`src/rtl/w5300_host_bus_ctrl.sv`:
```
// W5300 16-bit direct-address host bus master: runs one timed CS/strobe cycle per
// accepted {rw, addr, data} command and pulses op_done (with read data) on completion.
module w5300_host_bus_ctrl #(
    parameter int SETUP_CYC   = 1,
    parameter int STROBE_CYC  = 4,
    parameter int HOLD_CYC    = 1,
    parameter int RECOVER_CYC = 2
) (
    input  logic        clk,
    input  logic        rst,
    input  logic        cmd_valid,
    input  logic [10:0] cmd_addr,
    input  logic [15:0] cmd_wdata,
    output logic        cmd_ready,
    output logic        op_done,
    output logic [15:0] rd_data,
    output logic        bus_cs_n,
    output logic        bus_wr_n,
    output logic        bus_rd_n,
    output logic [9:0]  bus_addr,
    output logic [15:0] bus_dout,
    output logic        bus_doe,
    input  logic [15:0] bus_din
);

    localparam int MAX_A = (SETUP_CYC > STROBE_CYC) ? SETUP_CYC : STROBE_CYC;
    localparam int MAX_B = (HOLD_CYC > RECOVER_CYC) ? HOLD_CYC : RECOVER_CYC;
    localparam int MAX_P = (MAX_A > MAX_B) ? MAX_A : MAX_B;
    localparam int CNT_W = $clog2(MAX_P + 1);

    localparam logic [CNT_W-1:0] SETUP_LD   = CNT_W'(SETUP_CYC - 1);
    localparam logic [CNT_W-1:0] STROBE_LD  = CNT_W'(STROBE_CYC - 1);
    localparam logic [CNT_W-1:0] HOLD_LD    = CNT_W'(HOLD_CYC - 1);
    localparam logic [CNT_W-1:0] RECOVER_LD = CNT_W'(RECOVER_CYC - 1);

    typedef enum logic [2:0] {
        S_IDLE, S_SETUP, S_STROBE, S_HOLD, S_RECOVER
    } state_t;

    state_t           state_q, state_d;
    logic [CNT_W-1:0] cnt_q, cnt_d;
    logic             rw_q, rw_d;
    logic             cs_n_q, cs_n_d;
    logic             wr_n_q, wr_n_d;
    logic             rd_n_q, rd_n_d;
    logic [9:0]       addr_q, addr_d;
    logic [15:0]      dout_q, dout_d;
    logic             doe_q, doe_d;
    logic             done_q, done_d;
    logic [15:0]      rdat_q, rdat_d;

    always_comb begin
        state_d = state_q;
        cnt_d   = cnt_q;
        rw_d    = rw_q;
        cs_n_d  = cs_n_q;
        wr_n_d  = wr_n_q;
        rd_n_d  = rd_n_q;
        addr_d  = addr_q;
        dout_d  = dout_q;
        doe_d   = doe_q;
        done_d  = 1'b0;
        rdat_d  = rdat_q;
        case (state_q)
            S_IDLE: begin
                if (cmd_valid) begin
                    rw_d    = cmd_addr[10];
                    addr_d  = cmd_addr[9:0];
                    cs_n_d  = 1'b0;
                    if (cmd_addr[10]) begin
                        dout_d = cmd_wdata;
                        doe_d  = 1'b1;
                    end
                    cnt_d   = SETUP_LD;
                    state_d = S_SETUP;
                end
            end
            S_SETUP: begin
                if (cnt_q == '0) begin
                    wr_n_d  = ~rw_q;
                    rd_n_d  = rw_q;
                    cnt_d   = STROBE_LD;
                    state_d = S_STROBE;
                end else begin
                    cnt_d = cnt_q - 1'b1;
                end
            end
            S_STROBE: begin
                if (cnt_q == '0) begin
                    // Read data is captured on the same edge that releases RD_n.
                    if (!rw_q) rdat_d = bus_din;
                    wr_n_d  = 1'b1;
                    rd_n_d  = 1'b1;
                    cnt_d   = HOLD_LD;
                    state_d = S_HOLD;
                end else begin
                    cnt_d = cnt_q - 1'b1;
                end
            end
            S_HOLD: begin
                if (cnt_q == '0) begin
                    cs_n_d  = 1'b1;
                    doe_d   = 1'b0;
                    cnt_d   = RECOVER_LD;
                    state_d = S_RECOVER;
                end else begin
                    cnt_d = cnt_q - 1'b1;
                end
            end
            S_RECOVER: begin
                if (cnt_q == '0) begin
                    done_d  = 1'b1;
                    state_d = S_IDLE;
                end else begin
                    cnt_d = cnt_q - 1'b1;
                end
            end
            default: state_d = S_IDLE;
        endcase
    end

    always_ff @(posedge clk) begin
        if (rst) begin
            state_q <= S_IDLE;
            cnt_q   <= '0;
            rw_q    <= 1'b0;
            cs_n_q  <= 1'b1;
            wr_n_q  <= 1'b1;
            rd_n_q  <= 1'b1;
            addr_q  <= '0;
            dout_q  <= '0;
            doe_q   <= 1'b0;
            done_q  <= 1'b0;
            rdat_q  <= '0;
        end else begin
            state_q <= state_d;
            cnt_q   <= cnt_d;
            rw_q    <= rw_d;
            cs_n_q  <= cs_n_d;
            wr_n_q  <= wr_n_d;
            rd_n_q  <= rd_n_d;
            addr_q  <= addr_d;
            dout_q  <= dout_d;
            doe_q   <= doe_d;
            done_q  <= done_d;
            rdat_q  <= rdat_d;
        end
    end

    assign cmd_ready = (state_q == S_IDLE);
    assign op_done   = done_q;
    assign rd_data   = rdat_q;
    assign bus_cs_n  = cs_n_q;
    assign bus_wr_n  = wr_n_q;
    assign bus_rd_n  = rd_n_q;
    assign bus_addr  = addr_q;
    assign bus_dout  = dout_q;
    assign bus_doe   = doe_q;

endmodule

```
`config.mk`:
```
export PLATFORM = sky130hd
export DESIGN_NAME = w5300_host_bus_ctrl
export DESIGN_NICKNAME = d
export VERILOG_FILES = /design/src/rtl/w5300_host_bus_ctrl.sv
export SDC_FILE = /design/constraint.sdc
export NUM_CORES = 1
export LEC_CHECK = 0
export ABC_AREA = 1
export BUFFER_PORTS_ARGS = -buffer_cell sky130_fd_sc_hd__buf_2
export CAP_MARGIN = 15
export CORE_ASPECT_RATIO = 1.4
export CORE_UTILIZATION = 50
export DETAILED_ROUTE_END_ITERATION = 8
export PLACE_DENSITY = 0.83
export SLEW_MARGIN = 10
export SYNTH_ARGS = -nofsm -noshare
export SYNTH_HDL_FRONTEND = slang
export SYNTH_SLANG_ARGS = --single-unit
export TNS_END_PERCENT = 100
```
`constraint.sdc`:
```
create_clock -name clk -period 3.2 [get_ports clk]
set_clock_uncertainty 0.2 [all_clocks]
set_input_delay 0.8 -clock clk [delete_from_list [all_inputs] [get_ports clk]]
set_output_delay 0.8 -clock clk [all_outputs]
set_load 0.01 [all_outputs]
```
### Word-level counts from Yosys, hierarchy flattened

Cells that the tools add are included.

* flip-flop bits (word level): 54
* output and inout port bits: 48
* word-level logic and storage cells: 63

* add/sub/neg operators: 1
* equal/unequal tests: 11
* mux-type cells: 24
* bitwise gates (word level): 2
* reductions and logical operators: 14

Operators by type and width (count)
* $mux 3: 10
* $pmux 3 s5: 2
* $reduce_and 3->1: 5
* $ne 2x2->1 const B: 7
* $mux 1: 8
* $pmux 1 s2: 4
* $eq 3x2->1 const B: 2
* $logic_not 3->1: 2
* $reduce_and 5->1: 1
* $reduce_bool 5->1: 1
* $reduce_and 4->1: 1
* $reduce_bool 2->1: 2
* $eq 3x1->1 const B: 1
* $eq 3x3->1 const B: 1
* $sub 3x1->3 const B: 1
* $not 1->1: 2
* $reduce_and 2->1: 1
* $reduce_or 2->1: 1

### Logic depth before layout (Yosys ltp)

Gate-level depths: netlist of run 1.

* depth after elaboration: 3
* gate-level depth with buffers: 10
* gate-level depth less buffers: 10

### Worst setup path before layout of run 1

No wires, ideal clock.

* path type: input to register
* from: input cmd_addr[10]
* to: register dout_q[10] (netlist: bus_dout[10])
* data arrival time: 1.615 ns
* data required time: 2.930 ns
* path slack: 1.315 ns
* stages on the path: 4
* cell sequence: clkbuf_1 buf_1 nand3_1 a21oi_1

* longest elaborated chain between the ends: 1

RTL lines
* start, declared: line 12 `input logic [10:0] cmd_addr,`
* $reduce_and 3->1 (no source line)
* end signal, assigned: line 143 `dout_q <= dout_d;`
* end, declared: line 47 `logic [15:0] dout_q, dout_d;`

No other way between the ends.
A chain may end at the register's enable or synchronous reset.

### Worst setup path after layout of run 1

* from: register state_q[2]
* to: output cmd_ready

* longest elaborated chain between the ends: 1

RTL lines
* start, declared: line 40 `state_t state_q, state_d;`
* start signal, assigned: line 136 `state_q <= state_d;`
* $logic_not 3->1: line 150 `assign cmd_ready = (state_q == S_IDLE);`
* end, declared: line 14 `output logic cmd_ready,`

No other way between the ends.

==> impl_metrics.json, run 1 <==
{
  "outcome": "finished, violations left",
  "violations": "DRC",
  "track_usage": 0.2100,
  "drc": 2,
  "fillers": 373,
  "reg2reg_slack_ns": 1.09,
  "cp_cell_sequence": "nor2_8 > nand2_2 > inv_1 > buf_2",
  "cp-start-kind": "flop",
  "clock-sinks": 54,
  "multiInputGateArea_um2": 954.7,
  "tritoncts": "built",
  "ctsHoldBuffers": 0,
  "cts-buffers-inserted": 5,
  "min_to": "bus_dout[8]",
  "synth.avg_cell_area_um2": 7.620,
  "ctsResizeCount": 0,
  "layout_common_cells": "buf_2 (93), nor2_1 (61), dfxtp_1 (54)",
  "syn_inst": 288,
  "portBuffers": 93,
  "finalSetupViolCount": 0,
  "coreArea_um2": 4204,
  "clkLatencyLatePin_ns": 0.30,
  "initial_utilization": 0.5220,
  "yosysSeqAreaShare": 0.4926,
  "rows": 28,
  "finalMaxSlewViolations": 0,
  "routedWlPerCell_um": 11.43,
  "htreeDepth": 2,
  "die_height_um": 80.39,
  "post_dp_cell_area_um2": 2625,
  "max_slew.worst_pin.slew_ns": 0.7342,
  "rsz0062_at_grt": "no",
  "post-synth-top-area-fraction": 0.4926,
  "drive_gt1_frac": 0.2933,
  "hold-path-cell-count": 2,
  "fin_crit_sh": 0.7301,
  "r2r-start": "cnt_q[0]",
  "grt_max_degree": 32,
  "fmax_mhz": 428.0,
  "die_area_um2": 4662,
  "maxCapViolCount": 0,
  "critical_path_buf_inv_count": 2,
  "syn-cell-area_um2": 2195,
  "final_nets": 422,
  "relSlewSlack": 0.5100,
  "antennaDiodeCount": 0,
  "ys.warnings.count": 0,
  "regArea_um2": 1081,
  "path_max_fanout": 9,
  "hold_class": "flop to flop",
  "io_pins": 94,
  "pre_cts_ws_ns": 0.9504,
  "fin_tns_setup_ns": 0,
  "yosysTopAreaCell": "dfxtp_1",
  "hpwl_um": 3366,
  "vias_per_cell": 4.995,
  "worstHoldStart": "bus_dout[8]",
  "finalCriticalPeriod_ns": 2.336,
  "required_ns": 2.20,
  "wl_um": 4800,
  "ctsRootBufferMaster": "clkbuf_8",
  "postCtsSetupRepairBufs": 0,
  "antenna_found_initial": 0,
  "fin_ws_ns": 0.8636,
  "r2r_cells": 7,
  "crit_type": "flop to output pin",
  "synth_cell_type_count": 22,
  "hold_viol_final": 0,
  "finalInstanceArea_um2": 2746,
  "ir_worst_vdd_mv": 0.4950,
  "area_growth_pct": 25.14,
  "total_leakage_power_nw": 1.394,
  "reg2reg_to": "rd_data[8]",
  "antenna_left": 0,
  "cpMaxStageDelayCell": "dfxtp_1",
  "gp_congestion": 0.8831,
  "grt_pass1_wl_um": 7638,
  "syn-num-nets": 336,
  "die_w_um": 57.99,
  "clk_pin_slew_ns": 0.09,
  "initialDrtViolationCount": 74,
  "grt_pass1_vias": 1795,
  "synth_seq_cells": 54,
  "clock_path_buffers": 2,
  "grt-ovfl-total": 0,
  "drt_pass1_iterations": 6,
  "cp_top_family": "flip-flops",
  "synth_area_leaders": "dfxtp_1 (49%), nor2_1 (10%), nand2_1 (8.4%)",
  "worst_ep_arrival_time_ns": 1.34,
  "vias": 2098,
  "final_common_cell": "buf_2",
  "max_stage_delay_ns": 0.59,
  "worst_setup_path_end_kind": "output pin",
  "p_per_area_nw_per_um2": 850.3
}
## final cells by class
class / instances / area share
tap: 45 / 0.02050
inverter: 18 / 0.02460
clock buffer: 6 / 0.03007
timing repair buffer: 93 / 0.1695
clock inverter: 2 / 0.01412
sequential: 54 / 0.3936
multi-input combinational: 202 / 0.3476
## sequential cells by signal, indices dropped and copies added (netlist names)
register  count
bus_doe       1
rw_q          1
bus_rd_n      1
cnt_q         3
bus_dout     16
bus_cs_n      1
bus_wr_n      1
rd_data      16
bus_addr     10
op_done       1
state_q       3
## worst register-to-register path: cells and delay by family (launching register included)
kind          cells  cell delay, ns
buf+inv           2            0.35
fa+ha+maj         1            0.15
flops             1            0.34
simple gates      4            0.98
## routing by layer
metal  up-vias  wire, µm  GRT usage
li1       1096         -          -
met1       932      2119     0.2500
met2        58      2370     0.3494
met3        12       198    0.04348
met4         0       112     0.1119
met5         -         0          0
## synthesized netlist by cell type, drive strengths merged
master / instances
dfxtp: 54
inv: 18
o21ai: 33
clkbuf: 6
ha: 2
o211ai: 1
nand2: 52
nor3: 2
nor2b: 1
nor2: 63
buf: 8
nand3: 24
a21oi: 24
## how the worst max path moves through the flow
| stage | end | from | cells after the start | slack, ns |
|---|---|---|---|---|
| 3_3_place_gp | rd_data[8] | rst | 4 | 0.97 |
| 4_1_cts | cmd_ready | state_q[2] | 4 | 0.86 |
| 6_report | cmd_ready | state_q[2] | 4 | 0.86 |
| 5_1_grt | cmd_ready | state_q[2] | 4 | 0.80 |
| 3_5_place_dp | rd_data[11] | rst | 4 | 0.95 |
| 2_1_floorplan | bus_dout[10] | cmd_addr[10] | 4 | 1.31 |
## per-stage QoR
stage / std cells / util / total power [W] / hold WS (ns)
floorplan: 288 / - / 0.001607 / 0.2446
global placement: 412 / 0.6244 / 0.001851 / 0.2397
detailed placement: 412 / 0.6244 / 0.001870 / 0.2506
CTS: 420 / 0.6533 / 0.002349 / 0.2675
global route: 420 / 0.6533 / 0.002513 / 0.2817
finish: 420 / 0.6533 / 0.002335 / 0.2633
## kinds of logic after synthesis
kind of cell | count (synthesis) | share of synthesized area
and+or+nand+nor | 142 | 0.2868
buffers and inverters | 32 | 0.07240
AOI/OAI and AO/OA | 58 | 0.1368
adders and majority gates | 2 | 0.01140
DFF | 54 | 0.4926
## where the power goes
| group | internal [W] | switching (W) |
|---|---|---|
| Sequential | 0.000850 | 0.000111 |
| Combinational | 0.000322 | 0.000576 |
| Clock | 0.000257 | 0.000220 |
No activity file was read; power rests on OpenSTA's default activity.
==> run 2, diff against run 1 <==
--- a/config.mk
+++ b/config.mk
@@ -5,13 +5,13 @@
 export SDC_FILE = /design/constraint.sdc
 export NUM_CORES = 1
 export LEC_CHECK = 0
-export ABC_AREA = 1
+export ABC_AREA = 0
 export BUFFER_PORTS_ARGS = -buffer_cell sky130_fd_sc_hd__buf_2
 export CAP_MARGIN = 15
 export CORE_ASPECT_RATIO = 1.4
-export CORE_UTILIZATION = 50
+export CORE_UTILIZATION = 46
 export DETAILED_ROUTE_END_ITERATION = 8
-export PLACE_DENSITY = 0.83
+export PLACE_DENSITY = 0.78
 export SLEW_MARGIN = 10
 export SYNTH_ARGS = -nofsm -noshare
 export SYNTH_HDL_FRONTEND = slang
==> constraint.sdc (replaced) <==
create_clock -name clk -period 2.21 [get_ports clk]
set_clock_uncertainty 0.2 [all_clocks]
set_input_delay 0.5525 -clock clk [delete_from_list [all_inputs] [get_ports clk]]
set_output_delay 0.5525 -clock clk [all_outputs]
set_load 0.01 [all_outputs]
==> impl_metrics.json, run 2 <==
{
  "yosysMostFrequentCell": "nand2_1",
  "portBuffers": 93,
  "track_usage": 0.1933,
  "rsz0062_at_grt": "no",
  "clock_path_buffers": 2,
  "clock-sinks": 54,
  "r2r_cells": 6,
  "relSlewSlack": 0.6604,
  "grt_pass1_vias": 1766,
  "synth_seq_cells": 54,
  "fillers": 459,
  "yosysSeqAreaShare": 0.5050,
  "vias_per_cell": 4.908,
  "fin_crit_sh": 0.8976,
  "final_common_cell": "buf_2",
  "drt_pass1_iterations": 4,
  "max_stage_delay_ns": 0.38,
  "max_slew.worst_pin.slew_ns": 0.5093,
  "antenna_left": 0,
  "total_leakage_power_nw": 1.242,
  "required_ns": 2.23,
  "layout_common_cells": "buf_2 (93), nand2_1 (84), dfxtp_1 (54)",
  "die_w_um": 59.66,
  "die_height_um": 82.72,
  "regArea_um2": 1081,
  "synthFlopType": "dfxtp_1",
  "synth_area_leaders": "dfxtp_1 (50%), nand2_1 (15%), a21oi_1 (11%)",
  "path_max_fanout": 7,
  "io_pins": 94,
  "final_nets": 400,
  "outcome": "complete, no violations",
  "async_flop_share": 0,
  "synth.avg_cell_area_um2": 8.202,
  "clkLatencyLatePin_ns": 0.30,
  "antennaDiodeCount": 0,
  "crit_type": "flop to flop",
  "postCtsSetupRepairBufs": 0,
  "wl_um": 4689,
  "finalMaxSlewViolations": 0,
  "initial_utilization": 0.4758,
  "grt-ovfl-total": 0,
  "die_area_um2": 4935,
  "worstHoldStart": "rd_data[2]",
  "worst_setup_path_end_kind": "flop",
  "p_per_area_nw_per_um2": 1144,
  "grt_max_degree": 30,
  "cp_cell_sequence": "inv_1 > ha_1 > and2b_1 > or3_1 > a22o_1 > a211oi_1",
  "ctsHoldBuffers": 0,
  "grt_pass1_wl_um": 7348,
  "cts-buffers-inserted": 5,
  "synth_edf_count": 0,
  "ys.warnings.count": 0,
  "reg2reg_slack_ns": 0.23,
  "drive_gt1_frac": 0.3343,
  "multiInputGateArea_um2": 945.9,
  "cp-start-kind": "flop",
  "rows": 29,
  "reg2reg_to": "cnt_q[2]",
  "synth_cell_type_count": 42,
  "coreArea_um2": 4499,
  "vias": 2037,
  "routedWlPerCell_um": 11.30,
  "ys_top_cells_by_count": "nand2_1 (84), dfxtp_1 (54), a21oi_1 (48)",
  "fin_hold_ws_ns": 0.2527,
  "yosysTopAreaCell": "dfxtp_1",
  "finalInstanceArea_um2": 2761,
  "maxCapViolCount": 0,
  "ctsResizeCount": 0,
  "area_growth_pct": 28.99,
  "ctsRootBufferMaster": "clkbuf_8",
  "antenna_found_initial": 0,
  "finalCriticalPeriod_ns": 1.984,
  "r2r-start": "cnt_q[0]",
  "tritoncts": "built",
  "hpwl_um": 3380,
  "gp_congestion": 0.8080,
  "syn_inst": 261,
  "ir_worst_vdd_mv": 0.5077,
  "initialDrtViolationCount": 95,
  "fmax_mhz": 504.1,
  "post-synth-top-area-fraction": 0.5050,
  "hold_class": "flop to flop",
  "clk_pin_slew_ns": 0.09,
  "post_dp_cell_area_um2": 2653,
  "drc": 0,
  "htreeDepth": 2,
  "worst_ep_arrival_time_ns": 2.01,
  "hold-path-cell-count": 2,
  "syn-num-nets": 309,
  "syn-cell-area_um2": 2141,
  "cpMaxStageDelayCell": "dfxtp_1",
  "min_to": "rd_data[2]",
  "fin_tns_setup_ns": 0,
  "finalSetupViolCount": 0,
  "hold_viol_final": 0
}
==> run 2: cell types whose count changed after synthesis, sizes merged, moves of 7 or more <==
cell	change
a21oi	+24
inv	-14
nand2	+33
nand3	-22
nor2	-56
nor3	+7
o21ai	-33
==> run 2: report_power, final <==
part | leakage, nW | internal [W] | switching, W | total (W)
Sequential | 0.440 | 0.00116 | 0.000156 | 0.00132
Clock | 0.0579 | 0.000334 | 0.000308 | 0.000642
Combinational | 0.743 | 0.000491 | 0.000709 | 0.00120
Total | 1.24 | 0.00199 | 0.00117 | 0.00316
==> run 2: logic make-up after synthesis <==
kind of cell             Yosys count  synth area share
XOR/XNOR                           1          0.004092
AND/OR/NAND/NOR                  120            0.2601
adder cells (fa/ha/maj)            2           0.01169
AO/OA/AOI/OAI                     62            0.1660
buffers and inverters             22           0.05318
flip-flops                        54            0.5050
==> run 2: worst max-delay path, delay by kind of cell, from the launching register on <==
kind | cells | cell delay (ns)
compound gates | 2 | 0.40
fa+ha+maj | 1 | 0.26
buf+inv | 1 | 0.09
flops | 1 | 0.38
simple gates | 2 | 0.58
==> run 2: how the worst max path moves through the flow <==
stage	cells past startpoint	slack [ns]	start	end
2_1_floorplan	9	0.25	cnt_q[0]	rd_data[10]
3_3_place_gp	6	0.31	cnt_q[0]	cnt_q[2]
3_5_place_dp	6	0.24	cnt_q[0]	cnt_q[2]
4_1_cts	6	0.22	cnt_q[0]	cnt_q[2]
5_1_grt	6	0.12	cnt_q[0]	cnt_q[2]
6_report	6	0.23	cnt_q[0]	cnt_q[2]
==> run 2: through the flow <==
step / power (W) / worst slack [ns] / utilization / instances
finish: 0.003160 / 0.2264 / 0.6137 / 415
floorplan: 0.002223 / 0.2534 / - / 261
global route: 0.003387 / 0.1163 / 0.6137 / 415
global placement: 0.002512 / 0.3088 / 0.5895 / 407
CTS: 0.003195 / 0.2229 / 0.6137 / 415
detailed placement: 0.002549 / 0.2362 / 0.5895 / 407
==> run 2: per-layer routing <==
layer	vias to the layer above	track usage	wire length (µm)
met5	-	0	0
met1	919	0.2122	1999
met3	5	0.04517	246
met4	0	0.06977	57
met2	61	0.3544	2385
li1	1052	-	-
==> run 2: layout make-up <==
cell class | instances | area share
Inverter | 4 | 0.005437
Timing Repair Buffer | 102 | 0.1930
Clock inverter | 3 | 0.01450
Sequential cell | 54 | 0.3915
Multi-Input combinational cell | 185 | 0.3425
Clock buffer | 5 | 0.02492
Tap cell | 62 | 0.02809
==> run 3, diff against run 2 <==
==> constraint.sdc (replaced) <==
create_clock -name clk -period 2.21 [get_ports clk]
set_clock_uncertainty 0.2 [all_clocks]
set_input_delay 0.5525 -clock clk [delete_from_list [all_inputs] [get_ports clk]]
set_output_delay 0.5525 -clock clk [all_outputs]
set_load 0.1 [all_outputs]
==> impl_metrics.json, run 3 (synthesized netlist as in run 2, its figures left out) <==
{
  "outcome": "finished, violations left",
  "violations": "DRC",
  "grt-ovfl-total": 0,
  "path_max_fanout": 12,
  "initial_utilization": 0.4758,
  "fmax_mhz": 478.4,
  "cpMaxStageDelayCell": "dfxtp_1",
  "routedWlPerCell_um": 10.80,
  "final_nets": 400,
  "max_slew.worst_pin.slew_ns": 0.5470,
  "vias_per_cell": 4.778,
  "p_per_area_nw_per_um2": 1529,
  "hold_class": "flop to flop",
  "reg2reg_to": "cnt_q[2]",
  "rows": 29,
  "layout_common_cells": "buf_2 (92), nand2_1 (84), dfxtp_1 (54)",
  "clk_pin_slew_ns": 0.08,
  "required_ns": 1.46,
  "r2r-start": "cnt_q[0]",
  "postCtsSetupRepairBufs": 0,
  "clkLatencyLatePin_ns": 0.30,
  "antennaDiodeCount": 0,
  "hold_viol_final": 0,
  "hpwl_um": 3269,
  "worstHoldStart": "rd_data[0]",
  "vias": 1983,
  "maxCapViolCount": 0,
  "track_usage": 0.1816,
  "grt_pass1_vias": 1669,
  "fin_tns_setup_ns": 0,
  "portBuffers": 93,
  "drc": 2,
  "total_leakage_power_nw": 1.241,
  "finalMaxSlewViolations": 0,
  "finalSetupViolCount": 0,
  "max_stage_delay_ns": 0.48,
  "tritoncts": "built",
  "crit_type": "flop to output pin",
  "min_to": "rd_data[0]",
  "cp_top_family": "flip-flops",
  "htreeDepth": 2,
  "drt_pass1_iterations": 6,
  "reg2reg_slack_ns": 0.21,
  "hold-path-cell-count": 2,
  "wl_um": 4481,
  "die_height_um": 82.72,
  "finalCriticalPeriod_ns": 2.090,
  "fin_hold_ws_ns": 0.2503,
  "antenna_left": 0,
  "ctsRootBufferMaster": "clkbuf_8",
  "coreArea_um2": 4499,
  "critical_path_buf_inv_count": 1,
  "die_w_um": 59.66,
  "ir_worst_vdd_mv": 0.9222,
  "rsz0062_at_grt": "no",
  "worst_setup_path_end_kind": "output pin",
  "final_common_cell": "buf_2",
  "grt_pass1_wl_um": 6817,
  "grt_max_degree": 30,
  "relSlewSlack": 0.6353,
  "io_pins": 94,
  "antenna_found_initial": 0,
  "initialDrtViolationCount": 57,
  "worst_ep_arrival_time_ns": 1.34,
  "fin_crit_sh": 0.9459,
  "cts-buffers-inserted": 5,
  "fillers": 450,
  "gp_congestion": 0.8143,
  "cp_cell_sequence": "nor3_4 > clkbuf_4",
  "die_area_um2": 4935,
  "clock_path_buffers": 2,
  "clock-sinks": 54,
  "cp-start-kind": "flop",
  "r2r_cells": 6,
  "area_growth_pct": 29.51,
  "drive_gt1_frac": 0.3314
}
==> run 3: power breakdown <==
| group | leakage, nW | total, W | switching (W) | internal [W] |
|---|---|---|---|---|
| Combinational | 0.748 | 0.00227 | 0.00177 | 0.000507 |
| Clock | 0.0524 | 0.000636 | 0.000297 | 0.000339 |
| Sequential | 0.440 | 0.00133 | 0.000167 | 0.00116 |
| Total | 1.24 | 0.00424 | 0.00223 | 0.00201 |
==> run 3: worst reg2reg max path, stage by stage (launching register included) <==
cell      delay [ns]
dfxtp_1         0.38
inv_1           0.09
ha_1            0.26
and2b_1         0.25
or3_1           0.32
a22o_1          0.20
a211oi_1        0.22
==> run 3: metal layers <==
metal / vias up / part of all wire / global-route usage
met1: 866 / 0.42 / 0.1876
met3: 6 / 0.062 / 0.04673
met5: - / 0 / 0
li1: 1052 / - / -
met4: 0 / 0.014 / 0.06977
met2: 59 / 0.51 / 0.3411
==> run 3: metrics by stage <==
step / util / cells / setup slack, ns / total power, W / cell area (µm²)
2_1_floorplan: - / 261 / 0.08007 / 0.003316 / 2152
3_3_place_gp: 0.5920 / 407 / 0.3109 / 0.003601 / 2664
3_5_place_dp: 0.5920 / 407 / 0.2408 / 0.003626 / 2664
4_1_cts: 0.6157 / 415 / 0.01721 / 0.004268 / 2770
5_1_grt: 0.6162 / 415 / 0.05769 / 0.004482 / 2773
6_report: 0.6162 / 415 / 0.1197 / 0.004239 / 2773
==> run 3: worst max-delay path by stage <==
stage	startpoint	endpoint	slack, ns	depth (start not counted)
after floorplan	state_q[2]	cmd_ready	0.08	2
final	state_q[1]	cmd_ready	0.12	2
after detailed placement	cnt_q[0]	cnt_q[2]	0.24	6
after CTS	state_q[1]	cmd_ready	0.02	2
after global routing	state_q[1]	cmd_ready	0.06	2
after global placement	cnt_q[0]	cnt_q[2]	0.31	6
==> run 3: layout make-up <==
cell class / instances / area, µm² / area share
Clock inverter: 1 / 30.03 / 0.01083
Multi-Input combinational cell: 185 / 957.2 / 0.3452
Timing Repair Buffer: 102 / 535.5 / 0.1931
Sequential cell: 54 / 1081 / 0.3899
Clock buffer: 7 / 76.32 / 0.02753
Tap cell: 62 / 77.57 / 0.02798
Inverter: 4 / 15.01 / 0.005415
==> run 3: timing repair <==
item                                    4_1_cts  5_1_grt
endpoints found under the hold margin         0        0
hold buffers                                  0        0
endpoints found under the setup margin        0        1
resized for setup                             0        1
